$ cat config.mk
export PLATFORM = sky130hd
export DESIGN_NAME = multicycle_controller
export DESIGN_NICKNAME = d
export VERILOG_FILES = /design/src/rtl/riscv_ctrl_pkg.sv /design/src/rtl/alu_decoder.sv /design/src/rtl/multicycle_controller.sv
export SDC_FILE = /design/constraint.sdc
export NUM_CORES = 1
export LEC_CHECK = 0
export ABC_CLOCK_PERIOD_IN_PS = 3300
export CAP_MARGIN = 0
export CORE_MARGIN = 3
export CORE_UTILIZATION = 44
export DETAILED_ROUTE_END_ITERATION = 8
export PLACE_DENSITY = 0.85
export RECOVER_POWER = 25
export SYNTH_ARGS = -nofsm -noshare
export SYNTH_HDL_FRONTEND = slang
export SYNTH_HIERARCHICAL = 1
export SYNTH_SLANG_ARGS = --single-unit
$ cat constraint.sdc
create_clock -name clk -period 3.3 [get_ports clk]
set_input_delay 0.66 -clock clk [delete_from_list [all_inputs] [get_ports clk]]
set_output_delay 0.66 -clock clk [all_outputs]
set_load 0.05 [all_outputs]
$ cat src/rtl/riscv_ctrl_pkg.sv
// Shared encodings for the multicycle RV32I control unit: FSM state codes,
// opcodes, datapath mux selects, immediate formats and ALU operation codes.
package riscv_ctrl_pkg;

   localparam logic [3:0] S_FETCH    = 4'd0;
   localparam logic [3:0] S_DECODE   = 4'd1;
   localparam logic [3:0] S_MEMADR   = 4'd2;
   localparam logic [3:0] S_MEMREAD  = 4'd3;
   localparam logic [3:0] S_MEMWB    = 4'd4;
   localparam logic [3:0] S_MEMWRITE = 4'd5;
   localparam logic [3:0] S_EXECR    = 4'd6;
   localparam logic [3:0] S_EXECI    = 4'd7;
   localparam logic [3:0] S_ALUWB    = 4'd8;
   localparam logic [3:0] S_JAL      = 4'd9;
   localparam logic [3:0] S_BRANCH   = 4'd10;
   localparam logic [3:0] S_LUI      = 4'd11;

   localparam logic [6:0] OP_LOAD   = 7'b0000011;
   localparam logic [6:0] OP_STORE  = 7'b0100011;
   localparam logic [6:0] OP_RTYPE  = 7'b0110011;
   localparam logic [6:0] OP_ITYPE  = 7'b0010011;
   localparam logic [6:0] OP_JAL    = 7'b1101111;
   localparam logic [6:0] OP_BRANCH = 7'b1100011;
   localparam logic [6:0] OP_LUI    = 7'b0110111;

   localparam logic [1:0] SRC_A_PC    = 2'b00;
   localparam logic [1:0] SRC_A_OLDPC = 2'b01;
   localparam logic [1:0] SRC_A_RS1   = 2'b10;

   localparam logic [1:0] SRC_B_RS2  = 2'b00;
   localparam logic [1:0] SRC_B_IMM  = 2'b01;
   localparam logic [1:0] SRC_B_FOUR = 2'b10;

   localparam logic [1:0] RES_ALUOUT    = 2'b00;
   localparam logic [1:0] RES_DATA      = 2'b01;
   localparam logic [1:0] RES_ALURESULT = 2'b10;
   localparam logic [1:0] RES_IMMEXT    = 2'b11;

   localparam logic [2:0] IMM_I = 3'b000;
   localparam logic [2:0] IMM_S = 3'b001;
   localparam logic [2:0] IMM_B = 3'b010;
   localparam logic [2:0] IMM_J = 3'b011;
   localparam logic [2:0] IMM_U = 3'b100;

   localparam logic [2:0] F3_BEQ  = 3'b000;
   localparam logic [2:0] F3_BNE  = 3'b001;
   localparam logic [2:0] F3_BLT  = 3'b100;
   localparam logic [2:0] F3_BGE  = 3'b101;
   localparam logic [2:0] F3_BLTU = 3'b110;
   localparam logic [2:0] F3_BGEU = 3'b111;

   // Codes are 4 bits wide; narrower builds simply never produce SRA/SLTU.
   localparam logic [3:0] ALU_ADD  = 4'b0000;
   localparam logic [3:0] ALU_SUB  = 4'b0001;
   localparam logic [3:0] ALU_AND  = 4'b0010;
   localparam logic [3:0] ALU_OR   = 4'b0011;
   localparam logic [3:0] ALU_XOR  = 4'b0100;
   localparam logic [3:0] ALU_SLT  = 4'b0101;
   localparam logic [3:0] ALU_SLL  = 4'b0110;
   localparam logic [3:0] ALU_SRL  = 4'b0111;
   localparam logic [3:0] ALU_SRA  = 4'b1000;
   localparam logic [3:0] ALU_SLTU = 4'b1001;

   typedef enum logic [1:0] {
      ALU_OP_ADD   = 2'b00,
      ALU_OP_SUB   = 2'b01,
      ALU_OP_FUNCT = 2'b10
   } alu_op_t;

   function automatic logic [2:0] imm_src_of(input logic [6:0] op);
      case (op)
         OP_STORE:  return IMM_S;
         OP_BRANCH: return IMM_B;
         OP_JAL:    return IMM_J;
         OP_LUI:    return IMM_U;
         default:   return IMM_I;
      endcase
   endfunction

endpackage

$ cat src/rtl/alu_decoder.sv
// ALU control decoder: maps alu_op/funct3/funct7_5 to an ALU operation code,
// zero-extended to ALU_CTRL_W bits. Widths of 4+ unlock SRA and SLTU.
module alu_decoder
   import riscv_ctrl_pkg::*;
#(
   parameter int ALU_CTRL_W = 3
) (
   input  alu_op_t               alu_op,
   input  logic [2:0]            funct3,
   input  logic                  op_5,
   input  logic                  funct7_5,
   output logic [ALU_CTRL_W-1:0] alu_control
);

   localparam bit WIDE = (ALU_CTRL_W >= 4);

   logic [3:0] code;

   always_comb begin
      code = ALU_ADD;
      case (alu_op)
         ALU_OP_SUB: code = ALU_SUB;
         ALU_OP_FUNCT: begin
            case (funct3)
               3'b000:  code = (op_5 && funct7_5) ? ALU_SUB : ALU_ADD;
               3'b001:  code = ALU_SLL;
               3'b010:  code = ALU_SLT;
               3'b011:  code = WIDE ? ALU_SLTU : ALU_SLT;
               3'b100:  code = ALU_XOR;
               3'b101:  code = (WIDE && funct7_5) ? ALU_SRA : ALU_SRL;
               3'b110:  code = ALU_OR;
               default: code = ALU_AND;
            endcase
         end
         default: code = ALU_ADD;
      endcase
   end

   assign alu_control = ALU_CTRL_W'(code);

endmodule

$ cat src/rtl/multicycle_controller.sv
// Moore FSM control unit for the multicycle RV32I core with memory stall handshake.
// Define BRANCH_EXT_EN to add bne/blt/bge/bltu/bgeu; otherwise only beq is legal.
module multicycle_controller
   import riscv_ctrl_pkg::*;
#(
   parameter int ALU_CTRL_W = 3
) (
   input  logic                  clk,
   input  logic                  reset,
   input  logic [6:0]            op,
   input  logic [2:0]            funct3,
   input  logic                  funct7_5,
   input  logic                  zero,
   input  logic                  negative,
   input  logic                  carry,
   input  logic                  overflow,
   input  logic                  mem_ready,
   output logic                  pc_write,
   output logic                  adr_src,
   output logic                  ir_write,
   output logic                  mem_write,
   output logic                  reg_write,
   output logic [1:0]            alu_src_a,
   output logic [1:0]            alu_src_b,
   output logic [1:0]            result_src,
   output logic [2:0]            imm_src,
   output logic [ALU_CTRL_W-1:0] alu_control,
   output logic                  illegal_instr
);

   logic [3:0] state;
   logic [3:0] next_state;
   logic [3:0] cur_state;
   logic       pc_w;
   logic       ir_w;
   logic       mem_w;
   logic       reg_w;
   logic       illegal;
   logic       take;
   logic       br_legal;
   alu_op_t    alu_op;

   // While reset is held the outputs look like FETCH, whatever state is stored.
   assign cur_state = reset ? S_FETCH : state;

   always_ff @(posedge clk) begin
      if (reset) state <= S_FETCH;
      else       state <= next_state;
   end

`ifdef BRANCH_EXT_EN
   always_comb begin
      take     = 1'b0;
      br_legal = 1'b1;
      case (funct3)
         F3_BEQ:  take = zero;
         F3_BNE:  take = !zero;
         F3_BLT:  take = negative ^ overflow;
         F3_BGE:  take = !(negative ^ overflow);
         F3_BLTU: take = !carry;
         F3_BGEU: take = carry;
         default: br_legal = 1'b0;
      endcase
   end
`else
   logic unused_flags;
   assign unused_flags = ^{negative, carry, overflow};

   always_comb begin
      br_legal = (funct3 == F3_BEQ);
      take     = br_legal && zero;
   end
`endif

   always_comb begin
      next_state = cur_state;
      pc_w       = 1'b0;
      adr_src    = 1'b0;
      ir_w       = 1'b0;
      mem_w      = 1'b0;
      reg_w      = 1'b0;
      alu_src_a  = SRC_A_PC;
      alu_src_b  = SRC_B_RS2;
      result_src = RES_ALUOUT;
      alu_op     = ALU_OP_ADD;
      illegal    = 1'b0;
      case (cur_state)
         S_FETCH: begin
            alu_src_b  = SRC_B_FOUR;
            result_src = RES_ALURESULT;
            if (mem_ready) begin
               ir_w       = 1'b1;
               pc_w       = 1'b1;
               next_state = S_DECODE;
            end
         end
         S_DECODE: begin
            alu_src_a = SRC_A_OLDPC;
            alu_src_b = SRC_B_IMM;
            case (op)
               OP_LOAD, OP_STORE: next_state = S_MEMADR;
               OP_RTYPE:          next_state = S_EXECR;
               OP_ITYPE:          next_state = S_EXECI;
               OP_JAL:            next_state = S_JAL;
               OP_BRANCH:         next_state = S_BRANCH;
               OP_LUI:            next_state = S_LUI;
               default: begin
                  next_state = S_FETCH;
                  illegal    = 1'b1;
               end
            endcase
         end
         S_MEMADR: begin
            alu_src_a  = SRC_A_RS1;
            alu_src_b  = SRC_B_IMM;
            next_state = op[5] ? S_MEMWRITE : S_MEMREAD;
         end
         S_MEMREAD: begin
            adr_src = 1'b1;
            if (mem_ready) next_state = S_MEMWB;
         end
         S_MEMWB: begin
            result_src = RES_DATA;
            reg_w      = 1'b1;
            next_state = S_FETCH;
         end
         S_MEMWRITE: begin
            adr_src = 1'b1;
            mem_w   = 1'b1;
            if (mem_ready) next_state = S_FETCH;
         end
         S_EXECR: begin
            alu_src_a  = SRC_A_RS1;
            alu_op     = ALU_OP_FUNCT;
            next_state = S_ALUWB;
         end
         S_EXECI: begin
            alu_src_a  = SRC_A_RS1;
            alu_src_b  = SRC_B_IMM;
            alu_op     = ALU_OP_FUNCT;
            next_state = S_ALUWB;
         end
         S_ALUWB: begin
            reg_w      = 1'b1;
            next_state = S_FETCH;
         end
         S_JAL: begin
            alu_src_a  = SRC_A_OLDPC;
            alu_src_b  = SRC_B_FOUR;
            pc_w       = 1'b1;
            next_state = S_ALUWB;
         end
         S_BRANCH: begin
            alu_src_a  = SRC_A_RS1;
            alu_op     = ALU_OP_SUB;
            pc_w       = take;
            illegal    = !br_legal;
            next_state = S_FETCH;
         end
         S_LUI: begin
            result_src = RES_IMMEXT;
            reg_w      = 1'b1;
            next_state = S_FETCH;
         end
         default: next_state = S_FETCH;
      endcase
   end

   assign pc_write      = pc_w & ~reset;
   assign ir_write      = ir_w & ~reset;
   assign mem_write     = mem_w & ~reset;
   assign reg_write     = reg_w & ~reset;
   assign illegal_instr = illegal & ~reset;
   assign imm_src       = imm_src_of(op);

   alu_decoder #(
      .ALU_CTRL_W(ALU_CTRL_W)
   ) u_alu_decoder (
      .alu_op     (alu_op),
      .funct3     (funct3),
      .op_5       (op[5]),
      .funct7_5   (funct7_5),
      .alu_control(alu_control)
   );

endmodule

# After elaboration in Yosys (flattened, before gate mapping)
# Cells that the tools add are included.
dict set report word_totals {
  regBits 4
  input_bits 18
  output_inout_bits 18
}
dict set report classes {
  n_eq_ne 26
  mux 23
  bitwise 6
  n_reduce_logical 16
}
# op n
set op_table {}
lappend op_table {{4-bit case mux with 6 select lines} 2}
lappend op_table {{7-bit by 6-bit equality test with 1-bit output, second input constant} 3}
lappend op_table {{3-bit case mux with 6 select lines} 1}
lappend op_table {{4-bit by 3-bit equality test with 1-bit output, second input constant} 4}
lappend op_table {{4-bit equality test, second input constant} 4}
lappend op_table {{4-bit 2-to-1 mux} 4}
lappend op_table {{7-bit equality test, second input constant} 2}
lappend op_table {{2-bit case mux with 2 select lines} 3}
lappend op_table {{3-bit case mux with 4 select lines} 1}
lappend op_table {{2-bit OR reduction} 6}
lappend op_table {{3-bit equality test, second input constant} 3}
lappend op_table {{3-bit OR reduction} 3}
lappend op_table {{4-bit by 2-bit equality test with 1-bit output, second input constant} 2}
lappend op_table {{7-bit by 2-bit equality test with 1-bit output, second input constant} 1}
lappend op_table {{7-bit by 5-bit equality test with 1-bit output, second input constant} 1}
lappend op_table {{1-bit 2-to-1 mux} 7}
lappend op_table {{7-bit OR reduction} 1}
lappend op_table {{3-bit by 2-bit equality test with 1-bit output, second input constant} 2}
lappend op_table {{2-bit case mux with 3 select lines} 1}
lappend op_table {{3-bit case mux with 2 select lines} 1}
lappend op_table {{1-bit bitwise AND} 5}
lappend op_table {{4-bit by 1-bit equality test with 1-bit output, second input constant} 1}
lappend op_table {{4-bit logical NOT} 1}
lappend op_table {{4-bit OR reduction} 1}
lappend op_table {{10 further kinds} 11}

# Longest topological paths before layout
dict set report depth {
  ltp_word 6
  mapped_depth 8
  mapped_depth_nobuf 7
}

# By module
# Netlist, hierarchy kept.
# module instances cells_per_inst area_each_um2 seq_area_each_um2
set modules_own_cells {}
lappend modules_own_cells {multicycle_controller 1 100 650.6 80.1}
lappend modules_own_cells {alu_decoder 1 14 115.1 0.0}

# Worst setup path after synthesis
# No wires, ideal clock.
dict set report synth_path {
  path_kind {input port to output port}
  startpoint {input port reset}
  endpoint {output port alu_control[1]}
  arrival_time_ps 2561
  required_ps 2640
  slack_ps 79
  path_stages 5
  cell_sequence {buf_1 nor3b_2 inv_1 ha_1 nor3_1}
}
dict set report synth_via {
  elab_chain_len 6
  elab_cells_between_ends 9
  cone_classes {5 x eq/ne; 3 x mux; 1 x reduce/logical}
}
# item line_no
set synth_rtl {}
lappend synth_rtl {{start, declared} multicycle_controller.sv:9} ;# input logic reset,
lappend synth_rtl {{4-bit 2-to-1 mux (*)} multicycle_controller.sv:44} ;# assign cur_state = reset ? S_FETCH : state;
lappend synth_rtl {{4-bit by 3-bit equality test with 1-bit output} multicycle_controller.sv:87} ;# case (cur_state)
lappend synth_rtl {{2-bit OR reduction (no line)} n/a}
lappend synth_rtl {{2-bit case mux with 2 select lines (*)} multicycle_controller.sv:87}
lappend synth_rtl {{named net alu_op[0]} multicycle_controller.sv:41} ;# alu_op_t alu_op;
lappend synth_rtl {{2-bit equality test or 2-bit by 1-bit equality test with 1-bit output (tied branches)} alu_decoder.sv:21} ;# case (alu_op)
lappend synth_rtl {{3-bit case mux with 2 select lines (*)} alu_decoder.sv:21}
lappend synth_rtl {{end, declared} multicycle_controller.sv:27} ;# output logic [ALU_CTRL_W-1:0] alu_control,
# Mark *: on every way through the listed nets, which the timed path passes. The rest lies on a longest branch.

# Worst setup path in the final report
dict set report layout_path {
  startpoint {input port reset}
  endpoint {output port alu_control[0]}
}
# The elaborated chain is that of the path after synthesis.

==> results.sh <==
export IMPL_cts_resized=0
export IMPL_netlist_area_sq_um=766
export IMPL_grt_pass1_wl_um=3350
export IMPL_worstPathRequired_ns=2.64
export IMPL_rsz0062_at_grt="no"
export IMPL_fin_crit_ns=3.11
export IMPL_yosys_area_top_type_share_pct=10.5
export IMPL_setup_viol=0
export IMPL_critPathTopFamily="buffers and inverters"
export IMPL_fmax_mhz=322
export IMPL_drt_initial_drc_count=31
export IMPL_relSlewSlack_pct=60.6
export IMPL_syn_area_per_cell_sq_um=6.72
export IMPL_drt_wirelength_per_cell_um=12.8
export IMPL_cpPeakStageDelay_ns=0.48
export IMPL_netlist_instances=114
export IMPL_antenna_found_initial=0
export IMPL_multiInputGateArea_sq_um=629
export IMPL_postCtsSetupRepairBufs=0
export IMPL_rows=14
export IMPL_nNetsFinal=170
export IMPL_clock_sinks=4
export IMPL_clk_pin_slew_ns=0.04
export IMPL_die_height_um=47.7
export IMPL_cts_root_buf="clkbuf_4"
export IMPL_nFillCells=122
export IMPL_reg_top3="state (4)"
export IMPL_viasPerCell=5.62
export IMPL_largest_register="state"
export IMPL_slew_viol_final=0
export IMPL_holdCritPathClass="register to register"
export IMPL_cts_hold_buf=0
export IMPL_status="finished, final reports clean"
export IMPL_final_util_pct=74.0
export IMPL_dpl_hpwl_um=1670
export IMPL_critPathKind="input port to primary output"
export IMPL_seqCellArea_sq_um=80.1
export IMPL_vdd_drop_max_uv=113
export IMPL_cp_end_kind="primary output"
export IMPL_dr_pass1_iters=4
export IMPL_crit_chain="clkdlybuf4s50_1 -> nor2_2 -> nand2_1 -> nor2_1 -> inv_1 -> ha_1 -> o41a_1 -> buf_12"
export IMPL_routed_wl_um=2100
export IMPL_initial_core_util_pct=48.6
export IMPL_ys_flop_type="dfxtp_1"
export IMPL_synthTopCellsByArea="dfxtp_1, nor2_1, nand2b_1"
export IMPL_yosysUniqueCellTypes=46
export IMPL_path_max_fanout=3
export IMPL_routabilityCongestion=0.876
export IMPL_crit_slowest_cell="clkdlybuf4s50_1"
export IMPL_htreeDepth=1
export IMPL_layout_drive_gt1_share_pct=20.9
export IMPL_fin_tns_setup_ns=0
export IMPL_final_min_period_over_clock_period_pct=94.1
export IMPL_largest_reg_flops=4
export IMPL_yosys_top_cells_count="nor2_1, nor3_1, nand2b_1"
export IMPL_setup_ws_ns=0.193
export IMPL_grt_pass1_vias=792
export IMPL_place_inst=161
export IMPL_cts_tree="done"
export IMPL_grt_overflow=0
export IMPL_cts_buffers=3
export IMPL_diodes=0
export IMPL_yosysMostFrequentCell="nor2_1"
export IMPL_vias=921
export IMPL_synth_seq_area_share_pct=10.5
export IMPL_synth_edf_count=0
export IMPL_antenna_left=0
export IMPL_die_width_um=47.7
export IMPL_synth_seq_cells=4
export IMPL_numPortBuffers=32
export IMPL_fin_cells=164
export IMPL_setup_worst_path_start_class="input port"
export IMPL_clk_latency_ns=0.25
export IMPL_grt_usage_pct=20.3
export IMPL_dieArea_sq_um=2280
export IMPL_drv_cap=0
export IMPL_worst_path_buf_inv=3
export IMPL_finalClockSkew_ns=0.00315
export IMPL_async_reset_ff_share_pct=0
export IMPL_leakage_nw=0.491
export IMPL_cp_arrival_ns=2.45
export IMPL_grt_max_degree=17
export IMPL_synth_net_count=134
export IMPL_ys_warn_count=6
export IMPL_syn_to_final_growth_pct=52.5
export IMPL_powerDensity_nw_per_um2=180
export IMPL_core_area_sq_um=1580
export IMPL_post_place_ws_ns=0.206
export IMPL_clock_path_buffers=2
export IMPL_ioPinCount=36
export IMPL_hold_violations=0
export IMPL_synth_top_cell_by_area="dfxtp_1"
export IMPL_drc_errors=0
export IMPL_tightest_slew_ns=0.594
## worst reg2reg max path, stage by stage, from the launching register on
cell and delay [ns]:
dfxtp_1 0.32, buf_4 0.18, or2b_2 0.36, or4_1 0.40
a21boi_0 0.16
## final timing paths
check / slack, ns / to / cells past startpoint / startpoint
worst max-delay path: 0.19 / alu_control[0] / 8 / reset
worst min-delay path: 0.80 / state[3] / 2 / state[3]
worst max register to register: 1.80 / state[2] / 4 / state[0]
worst min register to register: 0.80 / state[3] / 2 / state[3]
## cell families (layout without fill, tap and decap cells)
group | after synthesis | count (layout) | share of synthesized area, %
AOI/OAI and AO/OA | 27 | 27 | 25.0
xor gates and xnor gates | 3 | 3 | 3.43
adders and majority gates | 2 | 2 | 3.27
buffers and inverters | 11 | 45 | 7.35
DFF | 4 | 4 | 10.5
muxes | 1 | 1 | 1.31
and+or+nand+nor | 66 | 66 | 49.2
## per-layer routing
metal | share of wire (%) | global-route usage [%]
met1 | 47 | 27.4
met2 | 47 | 31.4
met3 | 5.4 | 4.14
met4 | 1.2 | 8.06
met5 | 0 | 0
## layout make-up
cell class | count | share of cell area [%]
flip-flops and latches | 4 | 6.86
inverters | 5 | 1.61
repair buffers | 37 | 34.0
multi-input cells | 99 | 53.9
well taps | 16 | 1.71
clock buffers | 3 | 1.93
## cells in the final DEF (no fill, tap or decap), types with 4 or more instances in the layout
cell             netlist  layout
a21oi_1                5       5
nor2_1                16      16
nand2_1                7       7
clkdlybuf4s50_1        0      12
nand2b_1               8       8
inv_1                  5       5
buf_4                  2      15
dfxtp_1                4       4
buf_12                 0       7
nor3_1                 9       9
## stage by stage
| stage | instance area, sq um | hold slack, ns | power, mW |
|---|---|---|---|
| floorplan | 766 | 0.547 | 0.102 |
| global placement | 1150 | 0.766 | 0.143 |
| detailed placement | 1150 | 0.795 | 0.145 |
| CTS | 1170 | 0.804 | 0.212 |
| global route | 1170 | 0.863 | 0.220 |
| finish | 1170 | 0.803 | 0.210 |
## where the power goes
part	total, mW	switching [mW]	internal, mW	leakage (nW)
combinational	0.0940	0.0501	0.0439	0.444
sequential	0.0502	0.000718	0.0495	0.0325
clock	0.0660	0.0250	0.0410	0.0138
total	0.210	0.0758	0.134	0.491
No activity file was read; power rests on OpenSTA's default activity.
